## src/rtl/video_pkg.sv

```systemverilog
// rtl/video_pkg.sv - shared constants, widths and FSM encoding for the video DDR write arbiter
package video_pkg;

  localparam int CH_NUM          = 4;
  localparam int DQ_WIDTH        = 32;
  localparam int BEAT_W          = DQ_WIDTH * 8;
  localparam int RD_ADDR_LEN     = 5;
  localparam int BEAT_IDX_W      = RD_ADDR_LEN - 1;
  localparam int BURST_LEN       = 1 << BEAT_IDX_W;
  localparam int CTRL_ADDR_WIDTH = 28;
  localparam int CH_ID_W         = 4;
  localparam int CUR_W           = (CH_NUM > 1) ? $clog2(CH_NUM) : 1;

  typedef enum logic [2:0] {
    ST_IDLE     = 3'd0,
    ST_PROBE    = 3'd1,
    ST_CHECK    = 3'd2,
    ST_CMD      = 3'd3,
    ST_PREFETCH = 3'd4,
    ST_DATA     = 3'd5,
    ST_DONE     = 3'd6
  } arb_state_e;

  function automatic int slot_bits(input int slots);
    return (slots > 1) ? $clog2(slots) : 1;
  endfunction

endpackage

```

## src/rtl/video_wr_arbiter_rr_pointer.sv

```systemverilog
// rtl/video_wr_arbiter_rr_pointer.sv - round-robin channel pointer (current grant and next slot)
module rr_pointer
  import video_pkg::*;
(
  input  logic             clk,
  input  logic             rst,
  input  logic             i_load,
  input  logic             i_advance,
  output logic [CUR_W-1:0] o_cur
);

  logic [CUR_W-1:0] r_cur;
  logic [CUR_W-1:0] r_next;

  always_ff @(posedge clk) begin
    if (!rst) begin
      r_cur  <= '0;
      r_next <= '0;
    end else begin
      if (i_load) begin
        r_cur <= r_next;
      end
      if (i_advance) begin
        r_next <= (r_cur == CUR_W'(CH_NUM - 1)) ? '0 : r_cur + CUR_W'(1);
      end
    end
  end

  assign o_cur = r_cur;

endmodule

```

## src/rtl/video_wr_arbiter.sv

```systemverilog
// rtl/video_wr_arbiter.sv - round-robin burst scheduler from channel sampler RAMs to one DDR write port
module video_wr_arbiter
  import video_pkg::*;
#(
  parameter int                         FRAME_BEATS    = 3600,
  parameter logic [CTRL_ADDR_WIDTH-1:0] CH_BASE_STRIDE = 28'h0100000
) (
  input  logic                       clk,
  input  logic                       rst,
  output logic [CH_NUM-1:0]          ch_rd_valid,
  input  logic [CH_NUM-1:0]          ch_ready,
  output logic [RD_ADDR_LEN-1:0]     ch_rd_addr,
  input  logic [CH_NUM*BEAT_W-1:0]   ch_rd_data,
  output logic                       wr_cmd_valid,
  input  logic                       wr_cmd_ready,
  output logic [CTRL_ADDR_WIDTH-1:0] wr_cmd_addr,
  output logic [CH_ID_W-1:0]         wr_cmd_id,
  output logic [BEAT_W-1:0]          wr_data,
  output logic                       wr_data_valid,
  input  logic                       wr_data_ready,
  output logic                       wr_data_last,
  output logic [CH_NUM-1:0]          frame_done
);

  localparam int SLOTS = FRAME_BEATS / BURST_LEN;
  localparam int OFS_W = slot_bits(SLOTS);

  arb_state_e r_state;
  arb_state_e w_state_nxt;

  logic [CUR_W-1:0]      w_cur;
  logic                  w_load;
  logic                  w_advance;
  logic                  r_probe_cnt;
  logic [CH_NUM-1:0]     r_half;
  logic                  r_rd_half;
  logic [BEAT_IDX_W-1:0] r_beat;
  logic [BEAT_IDX_W-1:0] w_beat_nxt;
  logic [BEAT_IDX_W-1:0] w_beat_sel;
  logic [OFS_W-1:0]      r_offset [CH_NUM];
  logic                  w_offset_wrap;
  logic                  w_last_beat;
  logic [CTRL_ADDR_WIDTH-1:0] w_cmd_addr;
  logic [BEAT_W-1:0]     w_ch_data [CH_NUM];

  rr_pointer u_rr_pointer (
    .clk       (clk),
    .rst       (rst),
    .i_load    (w_load),
    .i_advance (w_advance),
    .o_cur     (w_cur)
  );

  for (genvar g = 0; g < CH_NUM; g++) begin : g_slice
    assign w_ch_data[g] = ch_rd_data[g*BEAT_W +: BEAT_W];
  end

  assign w_beat_nxt    = r_beat + BEAT_IDX_W'(1);
  assign w_beat_sel    = wr_data_ready ? w_beat_nxt : r_beat;
  assign w_last_beat   = (r_beat == BEAT_IDX_W'(BURST_LEN - 1));
  assign w_offset_wrap = (r_offset[w_cur] == OFS_W'(SLOTS - 1));
  assign w_cmd_addr    = (CH_BASE_STRIDE * CTRL_ADDR_WIDTH'(w_cur))
                       + (CTRL_ADDR_WIDTH'(r_offset[w_cur]) << BEAT_IDX_W);

  always_ff @(posedge clk) begin
    if (!rst) begin
      r_state     <= ST_IDLE;
      r_probe_cnt <= 1'b0;
      r_half      <= '0;
      r_rd_half   <= 1'b0;
      r_beat      <= '0;
      for (int i = 0; i < CH_NUM; i++) begin
        r_offset[i] <= '0;
      end
    end else begin
      r_state <= w_state_nxt;
      if (r_state == ST_PROBE) begin
        r_probe_cnt <= ~r_probe_cnt;
      end
      // Half flips on every probe so it tracks the sampler's own probe counter.
      if (r_state == ST_CHECK) begin
        r_half[w_cur] <= ~r_half[w_cur];
        if (ch_ready[w_cur]) begin
          r_rd_half <= r_half[w_cur];
        end
      end
      if (r_state == ST_PREFETCH) begin
        r_beat <= '0;
      end else if (r_state == ST_DATA && wr_data_ready) begin
        r_beat <= w_beat_nxt;
      end
      if (r_state == ST_DONE) begin
        r_offset[w_cur] <= w_offset_wrap ? '0 : r_offset[w_cur] + OFS_W'(1);
      end
    end
  end

  always_comb begin
    w_state_nxt   = r_state;
    w_load        = 1'b0;
    w_advance     = 1'b0;
    ch_rd_valid   = '0;
    ch_rd_addr    = '0;
    wr_cmd_valid  = 1'b0;
    wr_cmd_addr   = '0;
    wr_cmd_id     = '0;
    wr_data       = '0;
    wr_data_valid = 1'b0;
    wr_data_last  = 1'b0;
    frame_done    = '0;
    case (r_state)
      ST_IDLE: begin
        w_load      = 1'b1;
        w_state_nxt = ST_PROBE;
      end
      ST_PROBE: begin
        ch_rd_valid[w_cur] = 1'b1;
        if (r_probe_cnt) begin
          w_state_nxt = ST_CHECK;
        end
      end
      ST_CHECK: begin
        if (ch_ready[w_cur]) begin
          w_state_nxt = ST_CMD;
        end else begin
          w_advance   = 1'b1;
          w_state_nxt = ST_IDLE;
        end
      end
      ST_CMD: begin
        wr_cmd_valid = 1'b1;
        wr_cmd_addr  = w_cmd_addr;
        wr_cmd_id    = CH_ID_W'(w_cur);
        if (wr_cmd_ready) begin
          w_state_nxt = ST_PREFETCH;
        end
      end
      ST_PREFETCH: begin
        ch_rd_addr  = {r_rd_half, {BEAT_IDX_W{1'b0}}};
        w_state_nxt = ST_DATA;
      end
      ST_DATA: begin
        // RAM has one cycle of latency, so present the address of the beat shown next cycle.
        wr_data       = w_ch_data[w_cur];
        wr_data_valid = 1'b1;
        wr_data_last  = w_last_beat;
        ch_rd_addr    = {r_rd_half, w_beat_sel};
        if (wr_data_ready && w_last_beat) begin
          w_state_nxt = ST_DONE;
        end
      end
      ST_DONE: begin
        frame_done[w_cur] = w_offset_wrap;
        w_advance         = 1'b1;
        w_state_nxt       = ST_IDLE;
      end
      default: begin
        w_state_nxt = ST_IDLE;
      end
    endcase
  end

endmodule

```

## config.mk

```make
export PLATFORM = sky130hd
export DESIGN_NAME = video_wr_arbiter
export DESIGN_NICKNAME = d
export VERILOG_FILES = /design/src/rtl/video_pkg.sv /design/src/rtl/video_wr_arbiter_rr_pointer.sv /design/src/rtl/video_wr_arbiter.sv
export SDC_FILE = /design/constraint.sdc
export NUM_CORES = 1
export LEC_CHECK = 0
export CAP_MARGIN = 40
export CORE_AREA = 10 10 518 520
export DETAILED_ROUTE_END_ITERATION = 8
export DIE_AREA = 0 0 528 530
export SLEW_MARGIN = 20
export SYNTH_ARGS = -nofsm -noshare
export SYNTH_HDL_FRONTEND = slang
export SYNTH_SLANG_ARGS = --single-unit
```

## constraint.sdc

```tcl
create_clock -name clk -period 4 [get_ports clk]
set_input_delay 0.4 -clock clk [delete_from_list [all_inputs] [get_ports clk]]
set_output_delay 0.4 -clock clk [all_outputs]
set_load 0.01 [all_outputs]
```

# Word level (Yosys, flattened, before mapping)

Memories as Yosys holds them, arrays and structs flattened. A register that Yosys moved wholly into a read port is not among the register bits.
Cells that the tools add are included.

Flip-flop bits (word level): 17
Bits in latches: 0
Bits in writable memories: 32
Bits in read-only memories: 0
Logic and storage cells: 79
Memories: 1

Memory list:

| name     | depth | width | read ports | clocked after memory_dff | write ports | line                   | RTL |
|---|---|---|---|---|---|---|---|
| r_offset | 4     | 8     | 1          | 1                        | 4           | video_wr_arbiter.sv:40 | `logic [OFS_W-1:0] r_offset [CH_NUM];` |

Add/sub/neg operators: 4
Multipliers: 0
Div/mod/pow operators: 0
Magnitude comparators: 3
Equal/unequal tests: 12
Shift-type cells: 0
Mux-type cells: 39
Bitwise gates (word level): 5
Reductions and logical operators: 8

Operators by type and width:

| operator                                             | count |
|---|---|
| 2-to-1 mux 256 bit                                   | 3 |
| binary-select mux 256 bit (select 2 bit)             | 1 |
| adder 22 x 12 -> 23 bit                              | 1 |
| 2-to-1 mux 23 bit                                    | 1 |
| one-hot mux 3 bit (6 select lines)                   | 1 |
| 2-to-1 mux 8 bit                                     | 2 |
| 2-to-1 mux 1 bit                                     | 13 |
| 2-to-1 mux 2 bit                                     | 6 |
| 2-to-1 mux 4 bit                                     | 3 |
| one-hot mux 5 bit (2 select lines)                   | 1 |
| equality test 3 bit (second input constant)          | 3 |
| 2-to-1 mux 3 bit                                     | 3 |
| adder 8 x 1 -> 8 bit (second input constant)         | 1 |
| equality test 8 bit (second input constant)          | 1 |
| OR reduction 8 bit                                   | 1 |
| equality test 3 x 2 -> 1 bit (second input constant) | 2 |
| adder 4 x 1 -> 4 bit (second input constant)         | 1 |
| bitwise AND 4 bit                                    | 1 |
| binary-select mux 1 bit (select 2 bit)               | 2 |
| bitwise mux 4 bit                                    | 1 |
| equality test 4 bit (second input constant)          | 1 |
| inequality test 2 bit (second input constant)        | 2 |
| equality test 3 x 1 -> 1 bit (second input constant) | 1 |
| >= comparator 3 bit (second input constant)          | 1 |
| 14 further kinds                                     | 18 |

# Depth between registers and ports, before layout

Word-level depth: 6
Depth in mapped cells: 8

# By module

From an unflattened synthesis, not the netlist that was laid out.

Cells, all modules: 901
Area total of the unflattened synthesis: 10662.7 µm²

By module, submodules not included:

| module           | instances | cells each | area an instance (µm²) | seq. area each (µm²) |
|---|---|---|---|---|
| video_wr_arbiter | 1         | 887        | 10495.1                | 1221.2 |
| rr_pointer       | 1         | 14         | 167.7                  | 80.1 |

# Worst setup path before layout

No wires, ideal clock.

Path type: register to output
Start: reg with a tool-made name
End: out frame_done[0]
Arrival: 2419 ps
Required time: 3600 ps
Path slack: 1181 ps
Stages on the path, launching flop included: 9
Buffers on the path: 1
Path through: dfxtp_1 buf_2 mux4_2 inv_1 ha_1 or4b_4 nor3_4 nor3b_2 and2_1

RTL lines:

| element   | line                   | RTL |
|---|---|---|
| to (decl) | video_wr_arbiter.sv:22 | `output logic [CH_NUM-1:0] frame_done` |

==> out/qor.yml <==
arrival_ns: 3.38
hold_depth: 2
yosysMostFrequentCell: "mux4_2"
status: "complete, no violations"
overflow: 0
core_um2: 258300
seq_area_frac_synth_pct: 12.68
cp-start-kind: "register"
required_ns: 3.60
yosys.area.top_type: "mux4_2"
grt-busiest-layer: "met2"
io_pins: 1336
area_delta_synth_final_pct: 170.3
synth_top_area_share_pct: 56.41
synth-edff-count: 32
clock.fmax_mhz: 264.4
synthCells: 890
cts_buffers: 5
dr.pass1.iters: 5
rsz0062_at_grt: "false"
port_buffers: 1315
die_h_um: 530
finalSetupViolations: 0
crit_chain: "mux4_2, inv_1, ha_1, or4b_4, nor3_4, nor3b_4, and2_1, clkdlybuf4s50_1"
ctsHoldBuffers: 0
synth_common_cells: "265 x mux4_2, 257 x and3_1, 84 x clkbuf_1"
cts_root_buf: "clkbuf_16"
post_drt_via_cell_ratio: 3.107
grt_max_degree: 91
place.gp.congestion: 0.9563
reg2reg_setup_slack_ns: 1.13
yosys_register_bits: 51
p_leak_uw: 0.009281
grt_use_met3_pct: 17.62
critPathSlowestCell: "mux4_2"
drc: 0
clk_pin_slew_ns: 0.07
hold_slack_ns: 0.5112
hp-start: "u_rr_pointer.r_next[0]"
fin_crit_ns: 3.783
start_util_pct: 4.096
netlist_top_cells_area: "mux4_2 56%, and3_1 15%, edfxtp_1 9.1%"
htree_levels: 2
hold_end: "u_rr_pointer.r_next[0]"
cap_viol_max_count: 0
grt_pass1_wl_mm: 317.8
r2r_cells: 9
slew_headroom_pct: 42.96
worst-path-max-fanout: 8
synthArstFlopShare_pct: 0
layout.nets: 3169
grtUsageMet2_pct: 30.38
ys_types: 37
tightestPinTransition_ns: 0.8537
crit_path_max_incr_delay_ns: 0.62
first_iter_violations: 1291
wire_per_inst_um: 49.67
ys_warn_count: 0
min_path_type: "reg2reg"
die_w_um: 528
finalSetupTns_ns: 0
peakVddDrop_v: 0.0001517
clock-sinks: 51
antenna_found_initial: 582
p_per_area_nw_per_um2: 102.6
drt-total-wl_mm: 282.6
use_met1_pct: 18.51
hold_violations: 0
crit_type: "reg2out"
synthesis.area_um2: 10580
synth_area_per_cell_um2: 11.89
fin_crit_sh_pct: 94.56
grtUsageTotal_pct: 19.07
vias: 17680
critPathBufInv: 2
rows: 187
first_global_vias: 16180
cts_tree: "built"
fin_skew_ns: 0.005850
crit_path_end_kind: "primary output"
drive_gt1_share_pct: 17.18
dp_hpwl_mm: 267.4
ys_dominant_reg_cell: "edfxtp_1"
ctsLongestPathBuffers: 2
die_area_um2: 279800
drt.antenna.violating_nets: 0
r2r_end: "r_offset[0][6]"
drv_slew: 0
worstSkewPairLatency_ns: 0.30
cp_top_family: "simple AND/OR/NAND/NOR gates"
==> area by class of cell <==
| type | instances | area, µm² |
|---|---|---|
| diodes | 157 | 392.9 |
| clock buffers | 6 | 138.9 |
| clock inverters | 2 | 10.01 |
| fillers | 29450 | 229700 |
| inverters | 9 | 33.78 |
| multi-input cells | 704 | 8661 |
| flip-flops and latches | 51 | 1358 |
| well taps | 3402 | 4257 |
| repair buffers | 1359 | 13750 |
==> cells by family (layout without fill, tap and decap cells) <==
family,Yosys count,count (layout),synth area share [%]
other,1,177,0.03544
DFF,51,51,12.68
buffers and inverters,154,1376,6.268
muxes,273,273,57.18
AOI/OAI and AO/OA,25,25,1.514
and+or+nand+nor,368,368,20.59
adders and majority gates,7,7,0.8278
xor gates and xnor gates,11,11,0.9106
==> state kept, by name, indices dropped and copies added, names as in the netlist, named ones only <==
register and cells:
r_offset 32, r_beat 4, r_half 4, r_state 3
u_rr_pointer.o_cur 2, u_rr_pointer.r_next 2, r_probe_cnt 1, r_rd_half 1
==> routing by layer <==
metal | part of all wire [%] | vias up
met3 | 20 | 871
met4 | 2.9 | 346
met2 | 44 | 1981
met1 | 33 | 8092
met5 | 0.80 | -
li1 | - | 6387
==> power breakdown <==
part | switching [µW] | internal (µW) | leakage (µW)
clock network | 194 | 248 | 0.0000758
logic | 623 | 1260 | 0.00872
registers | 32.3 | 575 | 0.000488
total | 850 | 2090 | 0.00928
==> worst max-delay path by stage <==
stage,from,endpoint,slack [ns],cells after the start
finish,register,frame_done[1],0.22,8
global route,register,frame_done[1],0.05,8
CTS,register,frame_done[1],0.02,8
detailed placement,register,frame_done[1],0.17,8
global placement,register,frame_done[1],0.26,8
floorplan,register,frame_done[0],1.18,8
==> per-stage QoR <==
stage | instance area [µm²] | power, µW | utilization, % | setup WS, ns | std cells
floorplan | 10650 | 1132 | - | 1.181 | 909
global placement | 28000 | 2473 | 10.84 | 0.2576 | 5519
detailed placement | 28000 | 2506 | 10.84 | 0.1706 | 5519
CTS | 28150 | 2946 | 10.90 | 0.02446 | 5527
global route | 28390 | 3046 | 10.99 | 0.05335 | 5606
finish | 28600 | 2935 | 11.07 | 0.2174 | 5690
==> timing repair <==
action | 4_1_cts | 5_1_grt
gates cloned | 0 | 0
pin swaps | 0 | 1
buffers inserted | 0 | 6
setup endpoints to repair | 4 | 4
resized for setup | 1 | 3
==> placed cells by master (no fill, tap or decap), types with 12 or more instances in the layout <==
master	synthesis	routed
nand2_1	17	17
mux4_2	265	265
dfxtp_1	19	14
diode_2	0	157
and3_1	257	257
a21oi_1	12	12
buf_12	0	28
edfxtp_1	32	32
and2_1	21	21
conb_1	1	20
nor2_1	38	38
clkdlybuf4s50_1	0	1276
buf_4	22	55
==> worst register-to-register path, stage by stage, from the launching register on <==
cell,delay (ns)
dfxtp_4,0.44
mux4_2,0.63
inv_1,0.10
ha_1,0.14
or4b_4,0.49
nor3_4,0.27
buf_4,0.17
buf_4,0.10
or2_1,0.20
nor2_1,0.07
Note: power is estimated with default switching activity, not from simulation.
